==> config.mk <==
export PLATFORM = sky130hd
export DESIGN_NAME = irq_latch_arbiter_flat
export DESIGN_NICKNAME = d
export VERILOG_FILES = /design/src/rtl/irq_latch_arbiter_pkg.sv /design/src/rtl/irq_latch_arbiter_if.sv /design/src/rtl/irq_latch_arbiter_cell.sv /design/src/rtl/irq_latch_arbiter.sv /design/src/flat_wrapper.sv
export SDC_FILE = /design/constraint.sdc
export NUM_CORES = 1
export LEC_CHECK = 0
export BUFFER_PORTS_ARGS = -buffer_cell sky130_fd_sc_hd__buf_2
export CELL_PAD_IN_SITES_DETAIL_PLACEMENT = 0
export CELL_PAD_IN_SITES_GLOBAL_PLACEMENT = 2
export CORE_MARGIN = 2
export CORE_UTILIZATION = 32
export DETAILED_ROUTE_END_ITERATION = 16
export GPL_TIMING_DRIVEN = 0
export PLACE_DENSITY_LB_ADDON = 0.05
export SETUP_SLACK_MARGIN = 0.15
export SLEW_MARGIN = 20
export SYNTH_ARGS = -nofsm -noshare
export SYNTH_HDL_FRONTEND = slang
export SYNTH_SLANG_ARGS = --single-unit
==> constraint.sdc <==
create_clock -name clk -period 1.96 [get_ports clk]
set_input_delay 0.098 -clock clk [delete_from_list [all_inputs] [get_ports clk]]
set_output_delay 0.098 -clock clk [all_outputs]
set_load 0.01 [all_outputs]
==> src/rtl/irq_latch_arbiter_pkg.sv <==
// Shared types and helpers for the interrupt latch/arbiter block.
// Provides the FSM state type and the fixed-priority lowest-set-bit encoder.
package irq_arb_pkg;

  localparam int MAX_REQ = 8;
  localparam int CNT_W   = 4;

  typedef enum logic [1:0] {
    IDLE   = 2'd0,
    ASSERT = 2'd1,
    HOLD   = 2'd2
  } irq_state_t;

  // Channel 0 has the highest priority.
  function automatic logic [2:0] lowest_set(input logic [MAX_REQ-1:0] v);
    logic [2:0] idx;
    idx = '0;
    for (int i = MAX_REQ - 1; i >= 0; i--) begin
      if (v[i]) idx = i[2:0];
    end
    return idx;
  endfunction

endpackage

==> src/rtl/irq_latch_arbiter_if.sv <==
// Request/acknowledge bus between the interrupt sources, the CPU and the arbiter.
// master drives requests, enable writes and acknowledge; slave is the arbiter.
interface irq_latch_arbiter_if #(
  parameter int N_REQ = 4,
  parameter int IDW   = 2
);
  logic [N_REQ-1:0] req_in;
  logic             en_we;
  logic [N_REQ-1:0] en_wdata;
  logic             n_ack;
  logic             clr_all;
  logic             n_irq;
  logic [IDW-1:0]   irq_id;
  logic [N_REQ-1:0] pending;
  logic [N_REQ-1:0] enable;

  modport master (
    output req_in, en_we, en_wdata, n_ack, clr_all,
    input  n_irq, irq_id, pending, enable
  );

  modport slave (
    input  req_in, en_we, en_wdata, n_ack, clr_all,
    output n_irq, irq_id, pending, enable
  );
endinterface

==> src/rtl/irq_latch_arbiter_cell.sv <==
// One request channel: edge history, active-edge detect and the pending latch.
// pend_keep is the next pending value ignoring acknowledge, used by the arbiter to spot withdrawal.
module irq_cell (
  input  logic clk,
  input  logic n_reset,
  input  logic cen,
  input  logic req,
  input  logic edge_pol,
  input  logic en_nxt,
  input  logic clr_all,
  input  logic ack_clr,
  output logic pend,
  output logic pend_keep
);

  logic prev;
  logic edge_det;
  logic pend_nxt;

  // Disable is a held clear; a fresh edge dominates clr_all and acknowledge.
  always_comb begin
    edge_det  = (req != prev) && (req == edge_pol);
    pend_keep = en_nxt && (edge_det || (!clr_all && pend));
    pend_nxt  = en_nxt && (edge_det || (!clr_all && !ack_clr && pend));
  end

  always_ff @(posedge clk) begin
    if (!n_reset) begin
      prev <= req;
      pend <= 1'b0;
    end else if (cen) begin
      prev <= req;
      pend <= pend_nxt;
    end
  end

endmodule

==> src/rtl/irq_latch_arbiter.sv <==
// Interrupt controller: per-channel pending latches, enable mask, fixed-priority
// arbiter and hold-off FSM driving an active-low CPU interrupt line.
module irq_latch_arbiter
  import irq_arb_pkg::*;
#(
  parameter int               N_REQ    = 4,
  parameter int               IDW      = 2,
  parameter logic [N_REQ-1:0] EDGE_POL = '1,
  parameter int               HOLDOFF  = 2
) (
  input logic                clk,
  input logic                n_reset,
  input logic                cen,
  irq_latch_arbiter_if.slave bus
);

  irq_state_t         state, state_nxt;
  logic [N_REQ-1:0]   enable_r, en_nxt;
  logic [N_REQ-1:0]   pend, pend_keep, ack_clr;
  logic [MAX_REQ-1:0] pend_ext;
  logic [IDW-1:0]     irq_id_r, irq_id_nxt;
  logic               n_irq_r, n_irq_nxt;
  logic [CNT_W-1:0]   cnt, cnt_nxt;

  // Cells see the post-write mask so a disabled channel drops on the same edge.
  assign en_nxt  = bus.en_we ? bus.en_wdata : enable_r;
  assign ack_clr = (state == ASSERT && !bus.n_ack) ? (N_REQ'(1) << irq_id_r) : '0;

  for (genvar i = 0; i < N_REQ; i++) begin : g_cell
    irq_cell u_cell (
      .clk       (clk),
      .n_reset   (n_reset),
      .cen       (cen),
      .req       (bus.req_in[i]),
      .edge_pol  (EDGE_POL[i]),
      .en_nxt    (en_nxt[i]),
      .clr_all   (bus.clr_all),
      .ack_clr   (ack_clr[i]),
      .pend      (pend[i]),
      .pend_keep (pend_keep[i])
    );
  end

  always_comb begin
    pend_ext             = '0;
    pend_ext[N_REQ-1:0]  = pend;
  end

  always_comb begin
    state_nxt  = state;
    irq_id_nxt = irq_id_r;
    n_irq_nxt  = n_irq_r;
    cnt_nxt    = cnt;
    case (state)
      IDLE: begin
        if (|pend) begin
          state_nxt  = ASSERT;
          irq_id_nxt = IDW'(lowest_set(pend_ext));
          n_irq_nxt  = 1'b0;
        end
      end
      ASSERT: begin
        // Withdrawal wins over a coincident acknowledge.
        if (!pend_keep[irq_id_r]) begin
          state_nxt = IDLE;
          n_irq_nxt = 1'b1;
        end else if (!bus.n_ack) begin
          n_irq_nxt = 1'b1;
          if (HOLDOFF == 0) begin
            state_nxt = IDLE;
          end else begin
            state_nxt = HOLD;
            cnt_nxt   = CNT_W'(HOLDOFF);
          end
        end
      end
      HOLD: begin
        cnt_nxt = cnt - CNT_W'(1);
        if (cnt == CNT_W'(1)) begin
          state_nxt = IDLE;
          cnt_nxt   = '0;
        end
      end
      default: begin
        state_nxt = IDLE;
        n_irq_nxt = 1'b1;
      end
    endcase
  end

  always_ff @(posedge clk) begin
    if (!n_reset) begin
      state    <= IDLE;
      enable_r <= '0;
      irq_id_r <= '0;
      n_irq_r  <= 1'b1;
      cnt      <= '0;
    end else if (cen) begin
      state    <= state_nxt;
      enable_r <= en_nxt;
      irq_id_r <= irq_id_nxt;
      n_irq_r  <= n_irq_nxt;
      cnt      <= cnt_nxt;
    end
  end

  assign bus.n_irq   = n_irq_r;
  assign bus.irq_id  = irq_id_r;
  assign bus.pending = pend;
  assign bus.enable  = enable_r;

endmodule

==> src/flat_wrapper.sv <==
// flat-port wrapper written by rule: the top's interface ports become plain ports
module irq_latch_arbiter_flat import irq_arb_pkg::*;
#(
  parameter int               N_REQ    = 4,
  parameter int               IDW      = 2,
  parameter logic [N_REQ-1:0] EDGE_POL = '1,
  parameter int               HOLDOFF  = 2
)
  (clk, n_reset, cen, bus_req_in, bus_en_we, bus_en_wdata, bus_n_ack, bus_clr_all, bus_n_irq, bus_irq_id, bus_pending, bus_enable);
  irq_latch_arbiter_if #(.N_REQ(N_REQ), .IDW(IDW)) bus_i ();
  input logic clk;
  input logic n_reset;
  input logic cen;
  input wire logic [$bits(bus_i.req_in)-1:0] bus_req_in;
  input wire logic [$bits(bus_i.en_we)-1:0] bus_en_we;
  input wire logic [$bits(bus_i.en_wdata)-1:0] bus_en_wdata;
  input wire logic [$bits(bus_i.n_ack)-1:0] bus_n_ack;
  input wire logic [$bits(bus_i.clr_all)-1:0] bus_clr_all;
  output wire logic [$bits(bus_i.n_irq)-1:0] bus_n_irq;
  output wire logic [$bits(bus_i.irq_id)-1:0] bus_irq_id;
  output wire logic [$bits(bus_i.pending)-1:0] bus_pending;
  output wire logic [$bits(bus_i.enable)-1:0] bus_enable;
  assign bus_i.req_in = bus_req_in;
  assign bus_i.en_we = bus_en_we;
  assign bus_i.en_wdata = bus_en_wdata;
  assign bus_i.n_ack = bus_n_ack;
  assign bus_i.clr_all = bus_clr_all;
  assign bus_n_irq = bus_i.n_irq;
  assign bus_irq_id = bus_i.irq_id;
  assign bus_pending = bus_i.pending;
  assign bus_enable = bus_i.enable;
  irq_latch_arbiter #(.N_REQ(N_REQ), .IDW(IDW), .EDGE_POL(EDGE_POL), .HOLDOFF(HOLDOFF)) u_core (.clk(clk), .n_reset(n_reset), .cen(cen), .bus(bus_i));
endmodule
; Yosys cells after proc, flatten, opt, wreduce, memory -nomap -nowiden
; Cells that the tools add are included.
[totals]
out_inout_bits = 11
inputBits = 14
wordCells = 105
register_bits = 21
[classes]
add_sub_neg = 1
bitwise_logic = 1
n_lt_le_gt_ge = 1
shift = 1
n_eq_ne = 13
muxes = 29
reduce_logical = 46
[op_table]
columns = op, n
row1 = logical AND 1 bit, 25
row2 = 2-to-1 mux 4 bit, 5
row3 = 2-to-1 mux 2 bit, 8
row4 = 2-to-1 mux 1 bit, 12
row5 = AND reduction 4 bit, 3
row6 = logical OR 1 bit, 8
row7 = one-hot mux 4 bit (2 select lines), 1
row8 = logical NOT 1 bit, 6
row9 = "inequality test 2 x 1 -> 1 bit, second input constant", 3
row10 = one-hot mux 2 bit (3 select lines), 1
row11 = "== test 4 x 1 -> 1 bit, second input constant", 1
row12 = inequality test 1 bit, 4
row13 = "inequality test 2 bit, second input constant", 2
row14 = OR reduction 4 bit, 1
row15 = "left shift 1 x 2 -> 4 bit, first input constant", 1
row16 = "subtractor 4 x 1 -> 4 bit, second input constant", 1
row17 = "less-than comparator 2 x 3 -> 1 bit, second input constant", 1
row18 = "inequality test 3 bit, second input constant", 1
row19 = one-hot mux 1 bit (3 select lines), 1
row20 = AND reduction 3 bit, 1
row21 = binary-select mux 1 bit (select 2 bit), 1
row22 = "== test 2 x 1 -> 1 bit, second input constant", 1
row23 = "== test 2 bit, second input constant", 1
row24 = logical NOT 2 bit, 1
row25 = other kinds (2), 2

; Longest topological paths before layout
; Gate-level depths: netlist of run 1.
[logic_depth]
depth_word = 8
ltp_mapped = 7
ltp_nobuf = 7

; By module
; A second synthesis of run 1 with hierarchy kept.
[hier_totals]
hier_cells = 138
hier_area_um2 = 1201.2
[by_module_without_submodules]
columns = mod, seq_area_each_um2, cells_per_inst, area_each_um2, n_inst
row1 = irq_latch_arbiter, 260.2, 86, 745.7, 1
row2 = irq_cell, 50.0, 13, 113.9, 4

; Least setup slack after synthesis of run 1
; Ideal clock, no wire load.
[synth_timing]
path_type = reg2reg
start = register u_core.irq_id_r[0] (netlist: u_core.bus.irq_id[0])
end = register u_core.state[0]
t_required_ns = 1.840
setup_slack_ns = 0.339
arrival_time_ns = 1.501
setup_ns = 0.120
stages_incl_launch_ff = 4
period_less_slack_ns = 1.621
cell_sequence = dfxtp_1 > mux4_2 > and3_4 > o31a_1
[synth_between]
elab_chain_cells = 4
elab_cells_between_ends = 6
cone_classes = eq/ne: 1 / mux: 4 / reduce/logical: 1
[synth_lines]
columns = element, line
row1 = from (decl), irq_latch_arbiter.sv:21  ; logic [IDW-1:0] irq_id_r, irq_id_nxt;
row2 = from (signal assigned), irq_latch_arbiter.sv:101  ; irq_id_r <= irq_id_nxt;
row3 = binary-select mux 1 bit (select 2 bit) (*), irq_latch_arbiter.sv:64  ; if (!pend_keep[irq_id_r]) begin
row4 = 2-to-1 mux 1 bit (not written as such) (*), irq_latch_arbiter.sv:64
row5 = inequality test 3 bit (no source line) / 2-to-1 mux 2 bit (equally long branches), -
row6 = AND reduction 4 bit (no source line) / one-hot mux 2 bit (3 select lines) (equally long branches), -
row7 = to (signal assigned), irq_latch_arbiter.sv:99  ; state <= state_nxt;
row8 = to (decl), irq_latch_arbiter.sv:17  ; irq_state_t state, state_nxt;
; Every way passes the cells marked *; elsewhere a longest branch is shown, timed or not. The select of a mux whose other input is x is not followed.
; A chain may end at the register's enable or synchronous reset.

; Worst setup path after layout of run 1
[layout_timing]
start = register u_core.enable_r[1] (netlist: u_core.bus.enable[1])
end = register u_core.state[0]
[layout_between]
elab_chain_cells = 6
elab_cells_between_ends = 8
cone_classes = eq/ne: 1 / mux: 5 / reduce/logical: 2
[layout_lines]
columns = element, line
row1 = from (decl), irq_latch_arbiter.sv:18  ; logic [N_REQ-1:0] enable_r, en_nxt;
row2 = from (signal assigned), irq_latch_arbiter.sv:100  ; enable_r <= en_nxt;
row3 = 2-to-1 mux 4 bit (*), irq_latch_arbiter.sv:26  ; assign en_nxt = bus.en_we ? bus.en_wdata : enable_r;
row4 = logical AND 1 bit (*), irq_latch_arbiter_cell.sv:23  ; pend_keep = en_nxt && (edge_det || (!clr_all && pend));
row5 = binary-select mux 1 bit (select 2 bit) (*), irq_latch_arbiter.sv:64
row6 = 2-to-1 mux 1 bit (not written as such) (*), irq_latch_arbiter.sv:64
row7 = inequality test 3 bit (no source line) / 2-to-1 mux 2 bit (equally long branches), -
row8 = AND reduction 4 bit (no source line) / one-hot mux 2 bit (3 select lines) (equally long branches), -
; Marked as above.

==> reports/qor.csv, run 1 <==
metric;value;unit
status;completed;
first-pass GRT wire length;4690;um
via count;1020;
Slew HR;68.5;%
synth top area cells;dfxtp_1 (29%), edfxtp_1 (10%), nand2b_1 (7.9%);
DRC viols;0;
Synth top area share;28.7;%
Critical Path Source Type;register;
input/output buffers;22;
clk slew on worst S/H paths;0.08;ns
vias in the first global route;980;
Post-DRT Antenna Nets;0;
Crit Path Category;reg -> reg;
Worst setup EP type;register;
starting density of the core;32.9;%
share of layout cells above drive strength 1;25.2;%
#FFs+latches synth;21;
Final Max Tran Viols;0;
buffer count from post-CTS setup fixing;0;
hold_sp;bus_req_in[0];
CP required;2.11;ns
area of the mapped netlist;1190;sq um
non-filler cells, final;207;
Syn Inst Count;133;
Layout area overhead;19.2;%
crit path from;u_core.bus.enable[1];
Total Wirelength;2680;um
CTS tree;built;
clock skew;0.00163;ns
RSZ-0062 raised after global routing;false;
htree depth;1;
DRT Pass-1 Iters;4;
total track usage;14.2;%
worst vdd ir;0.266;mV
fin util;39.2;%
largest net degree at the start of global routing;13;
min Tclk post-route;1.73;ns
Routed WL per cell;13.0;um
Chip Height;64.9;um
synthesized net count;149;
leakage dissipation;0.000552;uW
synth warn;0;
Final nets;176;
hold_ws;0.0312;ns
routability cong.;0.770;
fin crit share;88.1;%
f_max;579;MHz
Crit Path Max Fanout;5;
detailed placer's ending HPWL;2030;um
Root Buffer;clkbuf_8;
Seq/Total Area, Yosys;38.8;%
grt ovf;0;
width of the die;64.9;um
Final Setup Violations;0;
class of the worst hold path;in -> reg;
io pins;25;
Die ar.;4210;sq um
total CTS buffers;3;
later-pin clock latency in the skew report;0.26;ns
Max Root-Sink Buffers;2;
worst reg2reg startpoint;u_core.bus.enable[1];
pwr/cell area;614;nW/um^2
Netlist cell types;36;
TritonCTS Sinks;21;
post-DR vias/cell;4.93;
row cnt;22;
initial antenna violation count;0;
DRT iter0 DRCs;75;
Hold Fails Final Rpt;0;
Mapped Avg Cell Area;8.92;sq um
WP data arrival;1.88;ns
antenna cells;0;
Max Cap Violations;0;
Total Negative Setup Slacks;0;ns
worst slew pin tran;0.473;ns
biggest area consumer among synthesized cells;dfxtp_1;
dpl cells;203;
Core Footprint;3610;sq um
flip-flops by register name, indices dropped and copies added (netlist names):
register / flops
u_core.g_cell.u_cell.prev: 4
u_core.state: 2
u_core.bus.enable: 4
u_core.cnt: 4
u_core.g_cell.u_cell.pend: 4
u_core.bus.irq_id: 2
u_core.bus.n_irq: 1
what timing repair did:
item                                    in CTS  in global routing
hold buffers                                 0                  0
resized for setup                            0                  3
endpoints found under the setup margin       0                  2
cells by family after synthesis:
family | share of synthesized area [%]
AO/OA/AOI/OAI | 18.5
adder cells (fa/ha/maj) | 2.11
buffers and inverters | 5.70
flip-flops | 38.8
multiplexers | 7.07
AND/OR/NAND/NOR | 27.8
per-layer routing:
layer	routed length [um]	GRT usage [%]	part of all wire (%)
met4	20	4.79	0.75
met3	133	2.26	5.0
met2	1190	22.2	44
met5	0	0	0
met1	1330	19.9	50
path summary, 6_finish.rpt:
check / cells after the start / to / slack [ns]
max reg2reg: 5 / u_core.state[0] / 0.23
min reg2reg: 2 / u_core.bus.enable[1] / 0.48
min: 1 / u_core.g_cell[0].u_cell.prev / 0.03
max: 5 / u_core.state[0] / 0.23
area by class of cell:
| class | count | area [sq um] |
|---|---|---|
| buffer | 9 | 56.3 |
| clock inverter | 1 | 5.00 |
| sequential | 21 | 460 |
| timing repair buffer | 22 | 110 |
| fill | 383 | 2190 |
| tap | 48 | 60.1 |
| clock buffer | 3 | 41.3 |
| inverter | 3 | 11.3 |
| multi-input combinational | 100 | 669 |
Yosys cell counts, drive strengths merged:
| library cell | instances |
|---|---|
| nor2b | 5 |
| mux2 | 1 |
| nand4 | 2 |
| and2b | 1 |
| nand2 | 12 |
| clkbuf | 4 |
| nor3 | 1 |
| o22ai | 1 |
| mux4 | 1 |
| o31a | 1 |
| a31oi | 1 |
| or2b | 1 |
| o21ai | 7 |
| nor3b | 2 |
| o2111ai | 1 |
| edfxtp | 4 |
| a21oi | 6 |
| and2 | 1 |
| a22o | 1 |
| nand2b | 15 |
| mux2i | 5 |
| nand3 | 10 |
| ha | 2 |
| inv | 3 |
| and3 | 2 |
| buf | 5 |
| a311oi | 1 |
| or4 | 1 |
| nor2 | 5 |
| nand4b | 1 |
| o211a | 1 |
| a21boi | 8 |
| o211ai | 4 |
| dfxtp | 17 |
cells in the final DEF (no fill, tap or decap), drive strengths merged:
cell / instances
buf: 27
dfxtp: 17
nand2b: 15
nand2: 12
nand3: 10
a21boi: 8
o21ai: 7
clkbuf: 7
a21oi: 6
nor2b: 5
nor2: 5
mux2i: 5
o211ai: 4
edfxtp: 4
inv: 3
and3: 2
nor3b: 2
nand4: 2
ha: 2
or2b: 1
mux4: 1
and2b: 1
or4: 1
and2: 1
o31a: 1
mux2: 1
a22o: 1
nand4b: 1
nor3: 1
o22ai: 1
a311oi: 1
o211a: 1
a31oi: 1
o2111ai: 1
clkinv: 1
metrics by stage:
| step | setup WS [ns] | total power (uW) | instance area [sq um] |
|---|---|---|---|
| 2_1_floorplan | 0.339 | 551 | 1190 |
| 4_1_cts | 0.239 | 881 | 1400 |
| 5_1_grt | 0.151 | 920 | 1410 |
| 3_3_place_gp | 0.262 | 593 | 1360 |
| 3_5_place_dp | 0.257 | 594 | 1360 |
| 6_report | 0.234 | 869 | 1410 |
power by group:
part / switching [uW] / internal, uW
registers: 12.4 / 458
clock network: 142 / 141
logic: 60.7 / 53.9
critical path, cell delays in order, from the launching register on:
cell     delay [ns]
dfxtp_1        0.32
mux2i_1        0.20
a21oi_1        0.08
mux4_2         0.53
and3_4         0.21
o31a_1         0.28
No activity file was read; power rests on OpenSTA's default activity.
==> run 2: changes to the inputs <==
- CORE_UTILIZATION: 32 -> 34
- clock period: 1.96 -> 2.2 ns (I/O delays scaled with it)
==> run 2 against run 1 <==
Highest routed layer unchanged. Final cell count grew 0.97%. Critical path depth grew 2. Sequential share of layout area shrank 0.14 points. Wire length grew 6.3%.
==> reports/qor.csv, run 2 (same netlist as run 1, synthesis figures left out) <==
metric;value;unit;change
status;completed;;unchanged
buffer count from post-CTS setup fixing;0;;unchanged
total track usage;15.7;%;was 14.2%
fin util;42.6;%;was 39.2%
io pins;25;;unchanged
TritonCTS Sinks;21;;unchanged
largest net degree at the start of global routing;12;;was 13
initial antenna violation count;0;;unchanged
WP data arrival;2.02;ns;was 1.88 ns
Max Root-Sink Buffers;2;;unchanged
routability cong.;0.750;;was 0.770
Post-CTS Hold Buffers;4;;was 0
row cnt;21;;was 22
Final nets;180;;was 176
most frequent cells in the layout;buf_2 (22), dfxtp_1 (17), nand2b_1 (15);;unchanged
CP Buf/Inv Count;2;;was 0
class of the worst hold path;in -> reg;;unchanged
Routed WL per cell;13.6;um;was 13.0 um
Layout area overhead;19.7;%;was 19.2%
Max stage delay cell, worst path;mux4_2;;unchanged
Post-DRT Antenna Nets;0;;unchanged
post-DR vias/cell;5.01;;was 4.93
DRC viols;0;;unchanged
f_max;553;MHz;
min Tclk post-route;1.81;ns;
antenna cells;0;;unchanged
worst slew pin tran;0.485;ns;was 0.473 ns
Post-CTS Resized;0;;unchanged
clock skew;0.00496;ns;was 0.00163 ns
Critical Path Source Type;input port;;was register
cell chain of the critical path;dlygate4sd3_1, buf_2, or2b_2, a21oi_1, mux4_2, and3_4, o31a_1;;was mux2i_1, a21oi_1, mux4_2, and3_4, o31a_1
vias in the first global route;1012;;was 980
detailed placer's ending HPWL;2100;um;was 2030 um
DRT Pass-1 Iters;4;;unchanged
total CTS buffers;3;;unchanged
CP required;2.42;ns;was 2.11 ns
Crit Path Category;in -> reg;;was reg -> reg
commonest non-fill, non-tap cell in the layout;buf_2;;unchanged
starting density of the core;35.5;%;was 32.9%
htree depth;1;;unchanged
Die ar.;3980;sq um;was 4210 sq um
Final Max Tran Viols;0;;unchanged
width of the die;63.1;um;was 64.9 um
Total Negative Setup Slacks;0;ns;unchanged
Chip Height;63.1;um;was 64.9 um
Root Buffer;clkbuf_4;;was clkbuf_8
CTS tree;built;;unchanged
Crit Path Max Fanout;5;;unchanged
worst vdd ir;0.194;mV;was 0.266 mV
Worst setup EP type;register;;unchanged
first-pass GRT wire length;4900;um;was 4690 um
DRT iter0 DRCs;71;;was 75
RSZ-0062 raised after global routing;false;;unchanged
clk slew on worst S/H paths;0.13;ns;was 0.08 ns
leakage dissipation;0.000562;uW;was 0.000552 uW
critical path's top delay family;buffers and inverters;;was multiplexers
share of layout cells above drive strength 1;22.7;%;was 25.2%
later-pin clock latency in the skew report;0.31;ns;was 0.26 ns
input/output buffers;22;;unchanged
Final Setup Violations;0;;unchanged
Hold Fails Final Rpt;0;;unchanged
Total Wirelength;2850;um;was 2680 um
CP peak stage delay;0.54;ns;was 0.53 ns
non-filler cells, final;209;;was 207
Slew HR;67.7;%;was 68.5%
Max Cap Violations;0;;unchanged
fin crit share;82.2;%;
pwr/cell area;510;nW/um^2;was 614 nW/um^2
grt ovf;0;;unchanged
via count;1047;;was 1020
Core Footprint;3340;sq um;was 3610 sq um
dpl cells;201;;was 203
## run 2: stage by stage
stage / instance area, sq um / worst slack (ns) / hold WS [ns] / power, uW
2_1_floorplan: 1190 / 0.579 / 0.209 / 491
3_3_place_gp: 1350 / 0.483 / 0.300 / 528
3_5_place_dp: 1350 / 0.474 / 0.300 / 530
4_1_cts: 1420 / 0.382 / 0.0733 / 729
5_1_grt: 1420 / 0.306 / 0.0703 / 766
6_report: 1420 / 0.392 / 0.0696 / 724
## run 2: power breakdown
part	total, uW	internal [uW]	leakage, uW	switching (uW)
Combinational	106	51.7	0.000369	54.7
Clock	198	70.9	0.0000150	127
Sequential	420	408	0.000179	11.6
Total	724	531	0.000562	193
## run 2: routing by layer
| metal | GRT usage (%) | wire, um |
|---|---|---|
| met1 | 21.9 | 1470 |
| met2 | 24.3 | 1210 |
| met3 | 2.50 | 139 |
| met4 | 5.83 | 38 |
| met5 | 0 | 0 |
## run 2: path summary, 6_finish.rpt
check                                            end  slack, ns                  from  depth (start not counted)
worst max-delay path                 u_core.state[0]       0.39         bus_req_in[3]                          7
worst min-delay path            u_core.bus.enable[1]       0.07       bus_en_wdata[1]                          3
worst max register to register       u_core.state[0]       0.45  u_core.bus.enable[0]                          5
worst min register to register  u_core.bus.enable[3]       0.49  u_core.bus.enable[3]                          2
## run 2: cell type report
type,instances,area [sq um]
fill,363,1920
multi-input combinational,100,658
sequential,21,460
timing repair buffer,26,150
tap,46,57.6
buffer,9,56.3
clock buffer,4,26.3
inverter,3,11.3
## run 2: worst min-delay path, stage by stage
cell,delay (ns)
buf_2,0.10
nand3_1,0.06
a21boi_0,0.07
==> run 3: changes to the inputs <==
- CORE_UTILIZATION: 34 -> 32
- clock period: 2.2 -> 1.8 ns (I/O delays scaled with it)
==> run 3 against run 2 <==
Flip-flop and latch count unchanged. Largest cell class unchanged. Worst setup slack worse by 0.22 ns. Via count down 0.57%. Die area rose by 5.8%. Combinational power is 26% higher. Cell area increased by 2.7%.
==> reports/qor.csv, run 3 (same netlist as run 1, synthesis figures left out) <==
metric;value;unit;change
first-pass GRT wire length;4690;um;was 4900 um
worst slew pin tran;0.478;ns;was 0.485 ns
vias in the first global route;994;;was 1012
worst vdd ir;0.293;mV;was 0.194 mV
DRT iter0 DRCs;67;;was 71
input/output buffers;22;;unchanged
CTS tree;built;;unchanged
status;completed;;unchanged
total track usage;14.2;%;was 15.7%
Slew HR;68.2;%;was 67.7%
non-filler cells, final;209;;unchanged
Final Max Tran Viols;0;;unchanged
end of the critical path;u_core.state[0];;unchanged
row cnt;22;;was 21
Fill cells;377;;was 363
Max Cap Violations;0;;unchanged
leakage dissipation;0.000564;uW;was 0.000562 uW
min Tclk post-route;1.63;ns;
routability cong.;0.770;;was 0.750
Root Buffer;clkbuf_8;;was clkbuf_4
Crit Path Max Fanout;4;;was 5
Total Wirelength;2740;um;was 2850 um
total CTS buffers;3;;unchanged
R2R Setup Slk;0.17;ns;was 0.45 ns
io pins;25;;unchanged
Worst setup EP type;register;;unchanged
worst reg2reg startpoint;u_core.bus.enable[1];;was u_core.bus.enable[0]
CP Buf/Inv Count;0;;was 2
clock skew;0.000733;ns;was 0.00496 ns
register area;468;sq um;was 460 sq um
f_max;614;MHz;
RSZ-0062 raised after global routing;true;;was false
clk slew on worst S/H paths;0.08;ns;was 0.13 ns
pwr/cell area;657;nW/um^2;was 510 nW/um^2
width of the die;64.9;um;was 63.1 um
fin crit share;90.4;%;
Die ar.;4210;sq um;was 3980 sq um
Critical Path Source Type;register;;was input port
antenna cells;0;;unchanged
cell chain of the critical path;mux2i_2, a21oi_1, mux4_2, and3_4, o31a_1;;was dlygate4sd3_1, buf_2, or2b_2, a21oi_1, mux4_2, and3_4, o31a_1
detailed placer's ending HPWL;2030;um;was 2100 um
total power;959;uW;was 724 uW
M3 GR Usage;2.26;%;was 2.50%
via count;1041;;was 1047
starting density of the core;32.9;%;was 35.5%
Final nets;178;;was 180
initial antenna violation count;0;;unchanged
largest net degree at the start of global routing;13;;was 12
R2R depth;5;;unchanged
htree depth;1;;unchanged
Crit Path Category;reg -> reg;;was in -> reg
DRC viols;0;;unchanged
DRT Pass-1 Iters;4;;unchanged
crit path from;u_core.bus.enable[1];;was bus_req_in[3]
hold path depth;1;;was 3
routing usage on met1;19.5;%;was 21.9%
CP required;1.95;ns;was 2.42 ns
Max Root-Sink Buffers;2;;unchanged
post-DR vias/cell;4.98;;was 5.01
GR peak layer;met2;;unchanged
share of layout cells above drive strength 1;32.9;%;was 22.7%
GRT met2 Usage;22.6;%;was 24.3%
grt ovf;0;;unchanged
later-pin clock latency in the skew report;0.26;ns;was 0.31 ns
Hold Fails Final Rpt;0;;unchanged
multi-input logic area;692;sq um;was 658 sq um
Chip Height;64.9;um;was 63.1 um
critical path depth in cells;5;;was 7
Final Setup Violations;0;;unchanged
Routed WL per cell;13.1;um;was 13.6 um
TritonCTS Sinks;21;;unchanged
WP data arrival;1.78;ns;was 2.02 ns
Layout area overhead;23.0;%;was 19.7%
dpl cells;203;;was 201
commonest non-fill, non-tap cell in the layout;buf_2;;unchanged
Max stage delay cell, worst path;mux4_2;;unchanged
Post-DRT Antenna Nets;0;;unchanged
critical path's top delay family;multiplexers;;was buffers and inverters
class of the worst hold path;in -> reg;;unchanged
most frequent cells in the layout;buf_2 (22), nand2b_1 (15), nand2_1 (12);;was buf_2 (22), dfxtp_1 (17), nand2b_1 (15)
Core Footprint;3610;sq um;was 3340 sq um
Total Negative Setup Slacks;0;ns;unchanged
CP peak stage delay;0.51;ns;was 0.54 ns
Reg-to-Reg End;u_core.state[0];;unchanged
run 3: cell types whose count changed in the layout (fill, tap and decap cells not counted), sizes merged:
cell	previous run	this run
buf	27	29
dlygate4sd3	4	0
clkinv	0	1
clkbuf	8	7
run 3: power by group:
part           leakage, uW  internal [uW]  switching (uW)
registers         0.000181            500            14.1
logic             0.000357           65.9            68.3
clock network    0.0000255            154             157
total             0.000564            720             239
run 3: worst min-delay path by stage:
| stage | from | to |
|---|---|---|
| after detailed placement | bus_req_in[0] | u_core.g_cell[0].u_cell.prev |
| final | bus_req_in[0] | u_core.g_cell[0].u_cell.prev |
| after CTS | bus_req_in[0] | u_core.g_cell[0].u_cell.prev |
| after global routing | bus_req_in[0] | u_core.g_cell[0].u_cell.prev |
| after global placement | bus_req_in[0] | u_core.g_cell[0].u_cell.prev |
| after floorplan | bus_req_in[0] | u_core.g_cell[0].u_cell.prev |
run 3: stage by stage:
| stage | utilization [%] | hold slack [ns] | setup WS [ns] | cell area [sq um] |
|---|---|---|---|---|
| 2_1_floorplan | - | 0.189 | 0.179 | 1190 |
| 3_3_place_gp | 37.6 | 0.288 | 0.102 | 1360 |
| 3_5_place_dp | 37.6 | 0.292 | 0.0965 | 1360 |
| 4_1_cts | 39.6 | 0.0189 | 0.175 | 1430 |
| 5_1_grt | 40.5 | 0.0136 | 0.0969 | 1460 |
| 6_report | 40.5 | 0.0232 | 0.172 | 1460 |
run 3: final cells by class:
class,instances,area share [%]
multi-input combinational,100,47.4
buffer,9,3.86
inverter,3,0.772
tap,48,4.12
timing repair buffer,24,8.58
clock inverter,1,0.343
sequential,21,32.1
clock buffer,3,2.83
run 3: metal layers:
metal / up-vias / routed length (um)
met5: - / 0
met2: 26 / 1190
met4: 0 / 20
li1: 529 / -
met1: 484 / 1390
met3: 2 / 131
run 3: repair_timing:
action | CTS | global route
pin swaps | 2 | 3
gates cloned | 0 | 0
resized for setup | 3 | 13
hold buffers | 0 | 0
setup endpoints to repair | 3 | 8
buffers inserted | 2 | 0
